==> src/rtl/spi_pwm_pkg.sv <==
// Shared constants and types for the SPI-controlled PWM bank.
package spi_pwm_pkg;

    localparam int unsigned ADDR_W       = 4;
    localparam logic [ADDR_W-1:0] CTRL_ADDR = 4'hF;
    localparam int unsigned CMD_W_BIT    = 7;
    localparam int unsigned CTRL_EN_BIT  = 0;
    localparam int unsigned CTRL_INV_BIT = 1;

    typedef enum logic [1:0] {
        SPI_IDLE = 2'd0,
        SPI_CMD  = 2'd1,
        SPI_DATA = 2'd2,
        SPI_DONE = 2'd3
    } spi_state_e;

endpackage

==> src/rtl/spi_byte_engine.sv <==
// SPI mode-0 slave front end: pin synchronisers, sclk edge detect, command/data
// shifting and read serialisation. Register storage lives in the parent.
module spi_byte_engine
    import spi_pwm_pkg::*;
#(
    parameter int unsigned WIDTH = 8
) (
    input  logic              clk,
    input  logic              reset_n,
    input  logic              sclk,
    input  logic              cs_n,
    input  logic              mosi,
    output logic              miso,
    output logic [ADDR_W-1:0] addr,
    output logic              wr_strobe_c,
    output logic [WIDTH-1:0]  wr_data_c,
    output logic              rd_req_c,
    input  logic [WIDTH-1:0]  rd_data
);

    localparam int unsigned DW    = 8 * ((WIDTH + 7) / 8);
    localparam int unsigned CNT_W = $clog2(DW);

    logic [1:0]       sclk_q, cs_q, mosi_q;
    logic             sclk_d;
    logic             sclk_s, cs_s, mosi_s, rise, fall;
    spi_state_e       state, state_nx;
    logic [CNT_W-1:0] bit_cnt;
    logic [6:0]       cmd_sr;
    logic [7:0]       cmd_byte;
    logic             cmd_w;
    logic [WIDTH-2:0] in_sr;
    logic [DW-1:0]    out_sr;
    logic [DW-1:0]    rd_ext;
    logic             rd_loaded;
    logic             last_cmd, last_data;

    assign sclk_s    = sclk_q[1];
    assign cs_s      = cs_q[1];
    assign mosi_s    = mosi_q[1];
    assign rise      = sclk_s & ~sclk_d;
    assign fall      = ~sclk_s & sclk_d;
    assign cmd_byte  = {cmd_sr, mosi_s};
    assign rd_ext    = DW'(rd_data);
    assign last_cmd  = (bit_cnt == CNT_W'(7));
    assign last_data = (bit_cnt == CNT_W'(DW - 1));

    // Two-flop synchronisers plus delayed sclk for edge detection
    always_ff @(posedge clk or negedge reset_n) begin
        if (!reset_n) begin
            sclk_q <= 2'b00;
            cs_q   <= 2'b11;
            mosi_q <= 2'b00;
            sclk_d <= 1'b0;
        end else begin
            sclk_q <= {sclk_q[0], sclk};
            cs_q   <= {cs_q[0], cs_n};
            mosi_q <= {mosi_q[0], mosi};
            sclk_d <= sclk_s;
        end
    end

    // Frame state register
    always_ff @(posedge clk or negedge reset_n) begin
        if (!reset_n) state <= SPI_IDLE;
        else          state <= state_nx;
    end

    // Next-state and strobe decode
    always_comb begin
        state_nx    = state;
        wr_strobe_c = 1'b0;
        wr_data_c   = {in_sr, mosi_s};
        rd_req_c    = 1'b0;
        case (state)
            SPI_IDLE: if (!cs_s) state_nx = SPI_CMD;
            SPI_CMD:  if (rise && last_cmd) state_nx = SPI_DATA;
            SPI_DATA: begin
                if (rise && last_data) begin
                    state_nx    = SPI_DONE;
                    wr_strobe_c = cmd_w;
                end
                rd_req_c = fall && !rd_loaded && !cmd_w;
            end
            default: state_nx = state;
        endcase
        if (cs_s) begin
            state_nx    = SPI_IDLE;
            wr_strobe_c = 1'b0;
            rd_req_c    = 1'b0;
        end
    end

    // Bit counting, shift registers and miso driver
    always_ff @(posedge clk or negedge reset_n) begin
        if (!reset_n) begin
            bit_cnt   <= '0;
            cmd_sr    <= '0;
            cmd_w     <= 1'b0;
            addr      <= '0;
            in_sr     <= '0;
            out_sr    <= '0;
            rd_loaded <= 1'b0;
            miso      <= 1'b0;
        end else if (cs_s) begin
            bit_cnt   <= '0;
            cmd_sr    <= '0;
            cmd_w     <= 1'b0;
            addr      <= '0;
            in_sr     <= '0;
            out_sr    <= '0;
            rd_loaded <= 1'b0;
            miso      <= 1'b0;
        end else begin
            case (state)
                SPI_CMD: if (rise) begin
                    cmd_sr <= cmd_byte[6:0];
                    if (last_cmd) begin
                        bit_cnt <= '0;
                        cmd_w   <= cmd_byte[CMD_W_BIT];
                        addr    <= cmd_byte[ADDR_W-1:0];
                    end else begin
                        bit_cnt <= bit_cnt + CNT_W'(1);
                    end
                end
                SPI_DATA: begin
                    if (rise) begin
                        in_sr   <= wr_data_c[WIDTH-2:0];
                        bit_cnt <= last_data ? '0 : bit_cnt + CNT_W'(1);
                    end
                    if (fall && !cmd_w) begin
                        if (!rd_loaded) begin
                            miso      <= rd_ext[DW-1];
                            out_sr    <= {rd_ext[DW-2:0], 1'b0};
                            rd_loaded <= 1'b1;
                        end else begin
                            miso   <= out_sr[DW-1];
                            out_sr <= {out_sr[DW-2:0], 1'b0};
                        end
                    end
                end
                SPI_DONE: if (fall) miso <= 1'b0;
                default: ;
            endcase
        end
    end

endmodule

==> src/rtl/spi_pwm_bank.sv <==
// SPI-configured PWM bank: shared period counter, per-channel level compare,
// global enable/invert control. Define SPI_PWM_SHADOW_EN for period-aligned
// (glitch-free) level updates through shadow registers.
module spi_pwm_bank
    import spi_pwm_pkg::*;
#(
    parameter int unsigned CHANNELS = 7,
    parameter int unsigned WIDTH    = 8
) (
    input  logic                clk,
    input  logic                reset_n,
    input  logic                sclk,
    input  logic                cs_n,
    input  logic                mosi,
    output logic                miso,
    output logic [CHANNELS-1:0] pwm_out
);

    localparam logic [WIDTH-1:0] CNT_MAX = WIDTH'((32'd1 << WIDTH) - 32'd2);

    logic [ADDR_W-1:0] addr;
    logic              wr_strobe_c;
    logic [WIDTH-1:0]  wr_data_c;
    logic              rd_req_c;
    logic [WIDTH-1:0]  rd_data;
    logic [WIDTH-1:0]  counter;
    logic              wrap;
    logic              en, inv;
    logic [WIDTH-1:0]  level  [CHANNELS];
    logic [WIDTH-1:0]  rd_src [CHANNELS];

    spi_byte_engine #(.WIDTH(WIDTH)) u_engine (
        .clk         (clk),
        .reset_n     (reset_n),
        .sclk        (sclk),
        .cs_n        (cs_n),
        .mosi        (mosi),
        .miso        (miso),
        .addr        (addr),
        .wr_strobe_c (wr_strobe_c),
        .wr_data_c   (wr_data_c),
        .rd_req_c    (rd_req_c),
        .rd_data     (rd_data)
    );

    assign wrap = (counter == CNT_MAX);

    // Free-running period counter, 0 .. 2^WIDTH-2
    always_ff @(posedge clk or negedge reset_n) begin
        if (!reset_n) counter <= '0;
        else          counter <= wrap ? '0 : counter + WIDTH'(1);
    end

    // Global control register, always updated immediately
    always_ff @(posedge clk or negedge reset_n) begin
        if (!reset_n) begin
            en  <= 1'b1;
            inv <= 1'b0;
        end else if (wr_strobe_c && addr == CTRL_ADDR) begin
            en  <= wr_data_c[CTRL_EN_BIT];
            inv <= wr_data_c[CTRL_INV_BIT];
        end
    end

`ifdef SPI_PWM_SHADOW_EN
    logic [WIDTH-1:0] shadow [CHANNELS];

    // Writes land in shadows; all shadows go live as the counter wraps to 0
    always_ff @(posedge clk or negedge reset_n) begin
        if (!reset_n) begin
            for (int c = 0; c < CHANNELS; c++) begin
                shadow[c] <= '0;
                level[c]  <= '0;
            end
        end else begin
            for (int c = 0; c < CHANNELS; c++) begin
                if (wr_strobe_c && addr == ADDR_W'(c)) shadow[c] <= wr_data_c;
                if (wrap)
                    level[c] <= (wr_strobe_c && addr == ADDR_W'(c)) ? wr_data_c : shadow[c];
            end
        end
    end

    // Reads report the pending (shadow) value
    always_comb begin
        for (int c = 0; c < CHANNELS; c++) rd_src[c] = shadow[c];
    end
`else
    // Level writes go straight to the active registers
    always_ff @(posedge clk or negedge reset_n) begin
        if (!reset_n) begin
            for (int c = 0; c < CHANNELS; c++) level[c] <= '0;
        end else begin
            for (int c = 0; c < CHANNELS; c++)
                if (wr_strobe_c && addr == ADDR_W'(c)) level[c] <= wr_data_c;
        end
    end

    // Reads report the active value
    always_comb begin
        for (int c = 0; c < CHANNELS; c++) rd_src[c] = level[c];
    end
`endif

    // Read mux; unmapped addresses return zero
    always_comb begin
        rd_data = '0;
        if (rd_req_c) begin
            if (addr == CTRL_ADDR) rd_data = WIDTH'({inv, en});
            for (int c = 0; c < CHANNELS; c++)
                if (addr == ADDR_W'(c)) rd_data = rd_src[c];
        end
    end

    // Registered PWM compare
    always_ff @(posedge clk or negedge reset_n) begin
        if (!reset_n) begin
            pwm_out <= '0;
        end else begin
            for (int c = 0; c < CHANNELS; c++)
                pwm_out[c] <= en & ((counter < level[c]) ^ inv);
        end
    end

endmodule

==> config.mk <==
export PLATFORM = sky130hd
export DESIGN_NAME = spi_pwm_bank
export DESIGN_NICKNAME = d
export VERILOG_FILES = /design/src/rtl/spi_pwm_pkg.sv /design/src/rtl/spi_byte_engine.sv /design/src/rtl/spi_pwm_bank.sv
export SDC_FILE = /design/constraint.sdc
export NUM_CORES = 1
export LEC_CHECK = 0
export BUFFER_PORTS_ARGS = -buffer_cell sky130_fd_sc_hd__clkbuf_2
export CORE_MARGIN = 2
export CORE_UTILIZATION = 45
export CTS_CLUSTER_SIZE = 14
export DETAILED_ROUTE_END_ITERATION = 10
export PLACE_DENSITY = 0.62
export SYNTH_ARGS = -nofsm -noshare
export SYNTH_HDL_FRONTEND = slang
export SYNTH_SLANG_ARGS = --single-unit
==> constraint.sdc <==
create_clock -name clk -period 3 [get_ports clk]
set_input_delay 0 -clock clk [delete_from_list [all_inputs] [get_ports clk]]
set_output_delay 0 -clock clk [all_outputs]
set_load 0.005 [all_outputs]
==> Word-level counts from Yosys, hierarchy flattened <==
Cells that the tools add are included.
W data, S select, Z words.
{ "totals": {"regBits": 114, "in_bits": 5} }
{ "classes": {"n_addsub": 2, "n_reduce_logical": 32, "eq_ne": 16, "bitwise": 18, "n_lt_le_gt_ge": 7, "mux": 49} }
{ "ops": {"columns": ["cell", "n"], "rows": [
  ["$mux W8", 13],
  ["$lt A8 B8 Y1", 7],
  ["$mux W7", 6],
  ["$mux W1", 16],
  ["$mux W4", 4],
  ["$eq A4 B3 Y1 const B", 3],
  ["$logic_and A1 B1 Y1", 12],
  ["$mux W3", 4],
  ["$ne A3 B1 Y1 const B", 4],
  ["$reduce_bool A2 Y1", 6],
  ["$and A1 B1 Y1", 9],
  ["$reduce_and A3 Y1", 3],
  ["$add A8 B1 Y8 const B", 1],
  ["$eq A4 B2 Y1 const B", 2],
  ["$eq A8 B8 Y1 const B", 1],
  ["$mux W2", 4],
  ["$reduce_and A2 Y1", 4],
  ["$xor A1 B1 Y1", 7],
  ["$pmux W2 S3", 1],
  ["$eq A2 B2 Y1 const B", 2],
  ["$eq A4 B1 Y1 const B", 1],
  ["$eq A4 B4 Y1 const B", 1],
  ["$logic_not A4 Y1", 1],
  ["$reduce_bool A4 Y1", 1],
  ["9 further kinds", 11]
]} }

==> Logic depth before layout (Yosys ltp) <==
Gate-level depths: netlist of the first run.
{ "depth": {"word_depth": 14, "depth_mapped": 8, "depth_no_buf": 7} }

==> Cells and area by module <==
From an unflattened synthesis of the first run, not the netlist that was laid out.
{ "hier_totals": {"cells_unflattened": 648, "hier_area_um2": 6712.7} }
{ "modules_own_cells": {"columns": ["module", "area_each_um2", "cells_per_inst", "seq_area_each_um2", "instances"], "rows": [
  ["spi_pwm_bank", 4929.7, 503, 1828.0, 1],
  ["spi_byte_engine", 1783.0, 145, 1003.5, 1]
]} }

==> Least setup slack after synthesis of the first run <==
Ideal clock, no wire load.
{ "synth_timing": {"path_kind": "flip-flop to flip-flop", "startpoint": "register u_engine.state[0]", "endpoint": "register u_engine.miso", "synth_period_minus_slack_ps": 1950, "arrival_ps": 1847, "path_stages_with_launch": 8, "setup_time_ps": 104, "setup_slack_ps": 1050, "path_cell_list": "dfrtp_1 -> inv_1 -> ha_1 -> nor4bb_1 -> nand2b_1 -> nor4_1 -> a221oi_2 -> o41ai_2"} }
{ "synth_between": {"elab_chain_cells": 8} }
{ "synth_rtl": {"columns": ["item", "line", "text"], "rows": [
  ["from (decl)", "spi_byte_engine.sv:27", "spi_state_e state, state_nx;"],
  ["from (signal assigned)", "spi_byte_engine.sv:66", "else state <= state_nx;"],
  ["$eq A2 B2 Y1", "spi_byte_engine.sv:75, spi_byte_engine.sv:115", null],
  ["$mux W1", "spi_byte_engine.sv:75", "case (state)"],
  ["$mux W1", "spi_byte_engine.sv:87", "if (cs_s) begin"],
  ["$mux W8", "spi_pwm_bank.sv:108", "if (rd_req_c) begin"],
  ["$mux W1", "spi_byte_engine.sv:132", "if (!rd_loaded) begin"],
  ["$mux W1", "spi_byte_engine.sv:131", "if (fall && !cmd_w) begin"],
  ["$pmux W1 S2", "spi_byte_engine.sv:115", "case (state)"],
  ["$mux W1", "spi_byte_engine.sv:105", "end else if (cs_s) begin"],
  ["to (signal assigned)", "spi_byte_engine.sv:133", "miso <= rd_ext[DW-1];"],
  ["to (signal assigned)", "spi_byte_engine.sv:137", "miso <= out_sr[DW-1];"],
  ["to (decl)", "spi_byte_engine.sv:13", "output logic miso,"]
]} }
Several ways; a longest one is shown, not always the timed one. The select of a mux whose other input is x is not followed.
A chain may end at the register's enable or synchronous reset.

==> Final worst setup path of the first run <==
{ "layout_timing": {"startpoint": "register u_engine.sclk_q[1]", "endpoint": "register level[24] (netlist bit)"} }
{ "layout_between": {"elab_chain_cells": 6} }
{ "layout_rtl": {"columns": ["item", "line", "text"], "rows": [
  ["from (decl)", "spi_byte_engine.sv:24", "logic [1:0] sclk_q, cs_q, mosi_q;"],
  ["from (signal assigned)", "spi_byte_engine.sv:56", "sclk_q <= {sclk_q[0], sclk};"],
  ["$and A1 B1 Y1", "spi_byte_engine.sv:41", "assign rise = sclk_s & ~sclk_d;"],
  ["$logic_and A1 B1 Y1", "spi_byte_engine.sv:79", "if (rise && last_data) begin"],
  ["$mux W1", "spi_byte_engine.sv:79", null],
  ["$mux W1", "spi_byte_engine.sv:75", null],
  ["$mux W1", "spi_byte_engine.sv:87", null],
  ["$logic_and A1 B1 Y1", "spi_pwm_bank.sv:95", "if (wr_strobe_c && addr == ADDR_W'(c)) level[c] <= wr_data_c;"],
  ["to (signal, indexed assignment)", "spi_pwm_bank.sv:95", null],
  ["to (decl)", "spi_pwm_bank.sv:29", "logic [WIDTH-1:0] level [CHANNELS];"]
]} }
No other way between the ends.

==> out/summary.txt, run 1 <==
setup bufs post-CTS: 0
Rel. slew slack: 38.7%
Layout area overhead: 13.1%
flop2flop setup slack: 0.63 ns
worst-path maximum fanout: 15
Unique masters post-synth: 56
Synth Instances: 697
Hold Crit Endpoint: u_engine.cs_q[0]$_DFF_PN1_
Max-cap violations: 0
TritonCTS clock tree: built
worst r2r src: u_engine.sclk_q[1]$_DFF_PN0_
switching pwr: 0.000967 W
die height: 124 um
share of layout cells above drive strength 1: 10.6%
Async SR Flop Fraction: 100%
Register Area: 2830 um^2
Critical Path RT: 3.30 ns
# H-tree levels: 4
Least-Margin Pin Slew: 0.919 ns
Syn. warnings: 0
iteration count of the initial detailed-routing pass: 5
Post-route DRC: 0
GRT overflow: 0
drt total wl: 16.7 mm
Worst-path clk slew: 0.06 ns
CP Launch Type: flop
min Tclk post-route: 2.37 ns
HP Start: cs_n
Seq pwr share: 42.0%
Setup crit end kind: flop
CTS Root Cell: clkbuf_16
setup tns final: 0 ns
PortBufs: 12
vias: 5056
Vias/cell: 5.62
hold path depth: 2
Final Cycle Share: 79.2%
post-cts resize count: 0
initial antenna violation count: 0
syn nets: 759
CTS Buffer Depth: 2
clk sink count: 113
number of synthesized flops with an enable pin: 0
antenna cells: 0
Final #Nets: 768
total placed cells including tap cells: 863
Iter 0 DRT Violations: 395
Comb power frac: 6.5%
Clk pwr share: 51.5%
cell-internal power: 0.00292 W
CP max-delay cell: nor2b_1
status: completed
R2R cell count: 5
Hold Crit Class: in2reg
pwr dens: 534 nW/um^2
GRT Util Overall: 24.0%
Max Clock Skew: 0.00536 ns
worst r2r dst: level[24]$_DFFE_PN0P_
site row count: 43
critical-path cell list: nor2b_1 -> nand4_2 -> nor4_4 -> buf_4 -> mux2_1
synthesized area: 6430 um^2
final non-filler cell total: 899
die width: 124 um
Post-synth top flop: dfrtp_1
routed len/inst: 18.6 um
RSZ-0062 raised after global routing: false
pre-CTS setup slack: 0.648 ns
cts bufs inserted: 17
Setup WS post-layout: 0.625 ns
Post-Syn Area per Cell: 9.23 um^2
largest net degree at the start of global routing: 68
Max Clk Rate: 421 MHz
Final GP Congestion: 0.911
area of the multi-input gates: 3210 um^2
hpwl dp: 11.4 mm
sequential area share after synthesis: 44.0%
Layout fillers: 1279
Starting Density: 46.1%
number of global-route vias before repair: 4973
CP peak stage delay: 0.47 ns
Sw Share: 24.9%
#FFs+latches synth: 113
Clk Latency, worst-skew pair: 0.42 ns
Crit path arrival time: 2.68 ns
Routed Antenna Nets: 0
final setup fails: 0
fin. max-slew vios: 0
io pins: 13
Core ar.: 13900 um^2
first-pass GRT wire length: 26.8 mm
die footprint: 15300 um^2
Lkg Pwr: 3.10 nW
final core occ: 52.2%
maximum VDD drop: 0.415 mV
Worst Path Class, Setup: reg2reg
final hold vios: 0
## repair_timing
action	CTS	global route
hold buffers	4	0
endpoints found under the hold margin	67	0
endpoints found under the setup margin	0	0
## metal layers
layer | vias to the layer above | track usage (%) | part of all wire [%]
met4 | 0 | 8.03 | 2.0
li1 | 2464 | - | -
met5 | - | 0 | 0
met1 | 2407 | 32.3 | 46
met3 | 26 | 7.24 | 6.3
met2 | 159 | 36.8 | 46
## worst max path at each step
stage / start / endpoint / cells past startpoint
floorplan: u_engine.state[0]$_DFFE_PN0P_ / u_engine.miso$_DFFE_PN0P_ / 7
global placement: u_engine.sclk_q[1]$_DFF_PN0_ / level[24]$_DFFE_PN0P_ / 5
detailed placement: u_engine.sclk_q[1]$_DFF_PN0_ / level[24]$_DFFE_PN0P_ / 5
CTS: u_engine.sclk_q[1]$_DFF_PN0_ / level[24]$_DFFE_PN0P_ / 5
global route: u_engine.sclk_q[1]$_DFF_PN0_ / level[16]$_DFFE_PN0P_ / 5
finish: u_engine.sclk_q[1]$_DFF_PN0_ / level[24]$_DFFE_PN0P_ / 5
## area by class of cell
cell class              count  area share, %
well taps                 180           3.10
inverters                  57           2.94
multi-input cells         490           44.2
clock buffers              20           6.28
clock inverters            12           1.86
flip-flops and latches    113           38.9
repair buffers             27           2.72
## cells in the mapped netlist, types with 3 or more instances
cell type  instances  share of area (%)
inv_1             57                3.3
nor3_1             3               0.23
o21ai_1           49                3.8
clkbuf_1          20                1.2
mux2i_1            7                1.1
a21o_1             8               0.93
nand2b_1          28                2.7
nand3b_1           5               0.58
buf_2             11               0.86
a211oi_1           8               0.93
or2_2              7               0.68
dfstp_2            3                1.2
nor2b_1            4               0.39
nor4_4             3               0.99
or4_1              7               0.82
nand3_1           14                1.1
dfrtp_1          110                 43
a21oi_1           41                3.2
buf_1              3               0.18
mux2_1             7                1.2
o21ai_0           56                4.4
ha_1              57                 11
a22oi_1           12                1.4
nand2_1           94                5.5
nor2_1            32                1.9
o221ai_1          10                1.4
xor2_1             3               0.41
## critical path: cells and delay by family, from the launching register on
kind                   cells  cell delay [ns]
and+or+nand+nor            3             1.28
buffers and inverters      1             0.24
DFF                        1             0.39
muxes                      1             0.34
## logic make-up (layout without fill, tap and decap cells)
group / after synthesis / after routing / share of synthesized area [%]
AND/OR/NAND/NOR: 216 / 216 / 17.5
AO/OA/AOI/OAI: 197 / 197 / 18.2
flip-flops: 113 / 113 / 44.0
buffers and inverters: 94 / 116 / 5.99
adder cells (fa/ha/maj): 57 / 57 / 11.1
multiplexers: 15 / 15 / 2.49
XOR/XNOR: 5 / 5 / 0.681
## metrics by stage
stage               power [W]  instance area (um^2)  hold WS (ns)
global placement      0.00189                  6640        0.0892
floorplan             0.00181                  6430        -0.296
finish                0.00388                  7270         0.213
CTS                   0.00391                  7270         0.205
global route          0.00403                  7270         0.212
detailed placement    0.00190                  6640        0.0916
## placed cells by master (no fill, tap or decap), types with 10 or more instances in the layout
cell,Yosys,routed
dfrtp_1,110,110
nand2b_1,28,28
ha_1,57,57
clkbuf_16,0,17
nor2_1,32,32
o21ai_0,56,56
a22oi_1,12,12
nand2_1,94,94
a21oi_1,41,41
clkbuf_2,0,11
o21ai_1,49,49
inv_1,57,57
o221ai_1,10,10
nand3_1,14,14
buf_4,1,11
## state kept, by name (all words and copies together), names as in the netlist, 3 cells and up
register	cells
counter	8
level	56
pwm_out	7
u_engine.addr	4
u_engine.bit_cnt	3
u_engine.cmd_sr	7
u_engine.in_sr	7
u_engine.out_sr	7
## power groups by stage
| stage | Clock (W) | Sequential [W] | Combinational, W |
|---|---|---|---|
| after detailed placement | 0 | 0.00166 | 0.000247 |
| after global placement | 0 | 0.00165 | 0.000238 |
| after floorplan | 0 | 0.00161 | 0.000206 |
| final | 0.00200 | 0.00163 | 0.000252 |
| after CTS | 0.00203 | 0.00163 | 0.000254 |
| after global routing | 0.00211 | 0.00164 | 0.000288 |
Power figures use the tool's default switching activity.
==> run 2, diff against run 1 <==
- PLACE_DENSITY: 0.62 -> 0.65
- clock period: 3 -> 2.1 ns (I/O delays scaled with it)
==> out/summary.txt, run 2 (same netlist as run 1, synthesis figures left out) <==
status: completed
setup bufs post-CTS: 0 (unchanged)
antenna cells: 0 (unchanged)
PortBufs: 12 (unchanged)
final instance area: 7560 um^2 (+3.9%)
Final #Nets: 791 (+3.0%)
TritonCTS clock tree: built
Routed Antenna Nets: 0 (unchanged)
RSZ-0062 raised after global routing: false
Final GP Congestion: 0.941 (+3.3%)
Lkg Pwr: 3.26 nW (+5.1%)
clk sink count: 113 (unchanged)
most common cell after layout, fill and taps aside: dfrtp_1
Hold Crit Class: in2async
maximum VDD drop: 0.590 mV (+42%)
site row count: 43 (unchanged)
GRT overflow: 0 (unchanged)
routed len/inst: 18.2 um (-2.2%)
Rel. slew slack: 59.0% (+20 points)
final setup fails: 0 (unchanged)
max reg flops: 56 (unchanged)
Final Cycle Share: 95.0% (+16 points)
CTS Root Cell: clkbuf_16
Worst Path Class, Setup: reg2reg
Biggest register: level
Setup crit end kind: flop
worst r2r src: u_engine.state[0]$_DFFE_PN0P_
Core ar.: 13900 um^2 (unchanged)
Least-Margin Pin Slew: 0.616 ns (-0.304 ns)
Iter 0 DRT Violations: 343 (-13%)
largest net degree at the start of global routing: 43 (-37%)
iteration count of the initial detailed-routing pass: 5 (unchanged)
Regs by FF count: level: 56 flops, counter: 8 flops
drt total wl: 16.8 mm (+0.29%)
share of layout cells above drive strength 1: 14.0% (+3.4 points)
Layout area overhead: 17.5%
Crit path arrival time: 2.35 ns (-0.33 ns)
worst r2r dst: u_engine.out_sr[6]$_DFFE_PN0P_
io pins: 13 (unchanged)
Worst-path clk slew: 0.06 ns (about the same)
flop2flop setup slack: 0.10 ns (-0.52 ns)
Max-cap violations: 0 (unchanged)
min Tclk post-route: 2.00 ns (-0.380 ns)
Starting Density: 46.1% (unchanged)
final hold vios: 0 (unchanged)
pwr dens: 782 nW/um^2 (+46%)
fin. max-slew vios: 0 (unchanged)
Post-route DRC: 0 (unchanged)
die height: 124 um (unchanged)
first-pass GRT wire length: 27.4 mm (+2.3%)
commonest non-fill, non-tap cells in the layout: dfrtp_1 (107), nand2_1 (94), inv_1 (57), ha_1 (57), o21ai_0 (56)
Max Clk Rate: 501 MHz (+19%)
Critical Path RT: 2.45 ns (-0.85 ns)
Vias/cell: 5.62 (about the same)
die width: 124 um (unchanged)
initial antenna violation count: 0 (unchanged)
number of global-route vias before repair: 5237 (+5.3%)
Max Clock Skew: 0.00969 ns (+0.00433 ns)
setup tns final: 0 ns (unchanged)
Area after DPL: 6840 um^2 (+3.0%)
hpwl dp: 11.9 mm (+4.7%)
vias: 5185 (+2.6%)
CP Launch Type: flop
Clk Latency, worst-skew pair: 0.42 ns (about the same)
cts bufs inserted: 17 (unchanged)
worst-path maximum fanout: 5 (-10)
die footprint: 15300 um^2 (unchanged)
R2R cell count: 8 (+3)
CTS Buffer Depth: 2 (unchanged)
# H-tree levels: 4 (unchanged)
GRT Util Overall: 24.3% (+0.28 points)
[run 2: through the flow]
| step | std cells | utilization, % | worst slack, ns | total power [W] | hold WS [ns] |
|---|---|---|---|---|---|
| CTS | 922 | 54.1 | 0.0724 | 0.00595 | 0.0302 |
| floorplan | 697 | - | 0.150 | 0.00259 | -0.296 |
| detailed placement | 886 | 49.1 | 0.00918 | 0.00277 | -0.0558 |
| global placement | 886 | 49.1 | 0.176 | 0.00274 | -0.0574 |
| global route | 922 | 54.2 | 0.00778 | 0.00611 | 0.0565 |
| finish | 922 | 54.2 | 0.105 | 0.00591 | 0.0408 |
[run 2: timing repair]
action | CTS | global route
endpoints found under the hold margin | 114 | 0
endpoints found under the setup margin | 1 | 15
gates resized for setup | 1 | 7
hold buffers | 4 | 0
[run 2: worst max-delay path by stage]
stage | start | endpoint | depth (start not counted)
floorplan | u_engine.state[0]$_DFFE_PN0P_ | u_engine.miso$_DFFE_PN0P_ | 7
global placement | counter[3]$_DFF_PN0_ | pwm_out[1]$_DFF_PN0_ | 6
detailed placement | u_engine.state[0]$_DFFE_PN0P_ | u_engine.out_sr[5]$_DFFE_PN0P_ | 8
CTS | counter[3]$_DFF_PN0_ | pwm_out[1]$_DFF_PN0_ | 6
global route | counter[7]$_DFF_PN0_ | pwm_out[2]$_DFF_PN0_ | 6
finish | u_engine.state[0]$_DFFE_PN0P_ | u_engine.out_sr[6]$_DFFE_PN0P_ | 8
[run 2: where the power goes]
group,total [W],leakage (nW),internal (W),switching [W]
Combinational,0.000442,1.41,0.000172,0.000270
Clock,0.00316,0.317,0.00214,0.00102
Sequential,0.00230,1.53,0.00223,0.0000768
[run 2: worst max-delay path: stages (launching register included)]
cell and delay [ns]:
dfrtp_1 0.41, inv_1 0.11, ha_1 0.17, nor4bb_2 0.30
nand2b_1 0.19, buf_4 0.20, nor2_1 0.28, a22oi_1 0.16
nand2_1 0.10
[run 2: area by class of cell]
type	count	area [um^2]
clock buffer	24	502
clock inverter	8	150
fill	1245	6380
inverter	57	214
multi-input combinational	490	3230
sequential	113	2840
tap	180	225
timing repair buffer	50	403
[run 2: layer usage]
layer  up-vias  global-route usage (%)  part of all wire [%]
met5         -                       0                     0
met1      2509                    32.4                    45
met3        36                    6.04                   5.4
met2       147                    37.6                    47
met4         0                    10.2                   2.7
li1       2493                       -                     -
==> run 3, diff against run 2 <==
- CORE_UTILIZATION: 45 -> 40
- PLACE_DENSITY: 0.65 -> 0.59
==> out/summary.txt, run 3 (same netlist as run 1, synthesis figures left out) <==
number of global-route vias before repair: 4925 (-6.0%)
# H-tree levels: 4 (unchanged)
met1 Use GR: 29.1% (-3.3 points)
Worst-path clk slew: 0.06 ns (about the same)
min Tclk post-route: 1.97 ns (-0.0278 ns)
drt total wl: 16.7 mm (-0.48%)
RSZ-0062 raised after global routing: false
final hold vios: 0 (unchanged)
Critical Path RT: 2.46 ns (about the same)
final instance area: 7540 um^2 (-0.18%)
setup bufs post-CTS: 0 (unchanged)
Layout fillers: 1489 (+20%)
worst-path maximum fanout: 6 (+1)
share of layout cells above drive strength 1: 14.2% (+0.15 points)
pre-CTS setup slack: 0.0824 ns (+0.0732 ns)
fin. max-slew vios: 0 (unchanged)
Setup WS post-layout: 0.133 ns (+0.0278 ns)
CP peak stage delay: 0.41 ns (about the same)
Regs by FF count: level: 56 flops, counter: 8 flops
Rel. slew slack: 57.1% (-1.8 points)
pwr dens: 773 nW/um^2 (-1.1%)
Routed Antenna Nets: 0 (unchanged)
most common cell after layout, fill and taps aside: dfrtp_1
Least-Margin Pin Slew: 0.643 ns (+0.0277 ns)
Iter 0 DRT Violations: 387 (+13%)
CTS Root Cell: clkbuf_16
Post-route DRC: 0 (unchanged)
Critical Path Source: u_engine.state[0]$_DFFE_PN0P_
iteration count of the initial detailed-routing pass: 5 (unchanged)
largest delay contributor family on the critical path: simple AND/OR/NAND/NOR gates
CP max-delay cell: dfrtp_1
antenna cells: 0 (unchanged)
Power Total: 0.00583 W (-1.3%)
Levels on crit path: 8 (unchanged)
hpwl dp: 12.0 mm (+0.21%)
max reg flops: 56 (unchanged)
die height: 131 um (+5.9%)
Final GP Congestion: 0.874 (-7.2%)
io pins: 13 (unchanged)
Crit path arrival time: 2.33 ns (-0.02 ns)
R2R cell count: 8 (unchanged)
worst r2r src: u_engine.state[0]$_DFFE_PN0P_
routed len/inst: 17.5 um (-4.1%)
final setup fails: 0 (unchanged)
maximum VDD drop: 0.568 mV (-3.8%)
cts bufs inserted: 17 (unchanged)
Hold WS: 0.0353 ns (-0.00548 ns)
initial antenna violation count: 1 (+1)
die width: 131 um (+5.9%)
Final #Nets: 790 (-0.13%)
Register Area: 2840 um^2 (unchanged)
Max-cap violations: 0 (unchanged)
Max Clk Rate: 508 MHz (+1.4%)
Lkg Pwr: 3.23 nW (-0.72%)
GRT Util Overall: 21.3% (-2.9 points)
PortBufs: 12 (unchanged)
GRT overflow: 0 (unchanged)
Vias/cell: 5.32 (-5.3%)
die footprint: 17100 um^2 (+12%)
first-pass GRT wire length: 26.5 mm (-3.1%)
area of the multi-input gates: 3230 um^2 (about the same)
Area after DPL: 6850 um^2 (+0.18%)
Hold Crit Class: in2async
status: completed
CTS Buffer Depth: 2 (unchanged)
setup tns final: 0 ns (unchanged)
Worst Path Class, Setup: reg2reg
GRT met3 Usage: 4.40% (-1.6 points)
Max Clock Skew: 0.0101 ns (+0.000431 ns)
TritonCTS clock tree: built
commonest non-fill, non-tap cells in the layout: dfrtp_1 (107), nand2_1 (94), inv_1 (57), ha_1 (57), o21ai_0 (56)
crit path buf inv count: 2 (unchanged)
vias: 5096 (-1.7%)
site row count: 46 (+7.0%)
critical-path cell list: inv_1 -> ha_1 -> nor4bb_2 -> nand2b_1 -> buf_4 -> nor2_1 -> o221ai_1 -> nand2_1
Core ar.: 15800 um^2 (+13%)
largest net degree at the start of global routing: 47 (+9.3%)
CP Launch Type: flop
Final Cycle Share: 93.7% (-1.3 points)
Clk Latency, worst-skew pair: 0.43 ns (about the same)
clk sink count: 113 (unchanged)
M2 GR Usage: 33.2% (-4.5 points)
Biggest register: level
Layout area overhead: 17.3%
GR peak layer: met2
Setup crit end kind: flop
Starting Density: 40.8% (-5.4 points)
[run 3: cell count changes in the layout (fill, tap and decap cells not counted), sizes merged]
| cell | previous run | this run |
|---|---|---|
| clkbuf | 35 | 28 |
| clkinvlp | 1 | 2 |
| buf | 35 | 34 |
| inv | 57 | 61 |
| clkinv | 3 | 5 |
[run 3: path summary, 6_finish.rpt]
path,endpoint,slack [ns]
worst min-delay path,pwm_out[3]$_DFF_PN0_,0.04
worst max-delay path,u_engine.out_sr[5]$_DFFE_PN0P_,0.13
min in group clk,u_engine.cs_q[0]$_DFF_PN1_,0.21
worst max register to register,u_engine.out_sr[5]$_DFFE_PN0P_,0.13
max in group asynchronous,en$_DFFE_PN1P_,1.37
worst min register to register,u_engine.mosi_q[1]$_DFF_PN0_,0.35
[run 3: final cells by class]
class / instances / area share [%]
well taps: 216 / 3.58
clock buffers: 17 / 5.64
inverters: 57 / 2.84
repair buffers: 49 / 4.81
clock inverters: 15 / 2.74
multi-input cells: 490 / 42.8
flip-flops and latches: 113 / 37.6
[run 3: metal layers]
metal  wire length (um)  part of all wire [%]  vias to the layer above
li1                   -                     -                     2480
met5                  0                     0                        -
met4                440                   2.6                        0
met2               7710                    46                      126
met3                870                   5.2                       28
met1               7690                    46                     2462
[run 3: through the flow]
step           cells  utilization [%]
3_5_place_dp     921             43.4
5_1_grt          957             47.8
2_1_floorplan    697                -
6_report         957             47.8
4_1_cts          957             47.7
3_3_place_gp     921             43.4
[run 3: repair_timing]
item,in CTS,in global routing
endpoints found under the hold margin,113,0
setup endpoints to repair,0,17
hold buffers,4,0
resized for setup,0,6
[run 3: where the power goes]
group,internal (W),leakage (nW),switching (W)
Clock,0.00200,0.305,0.00111
Sequential,0.00223,1.53,0.0000804
Combinational,0.000163,1.40,0.000256
Total,0.00439,3.23,0.00144
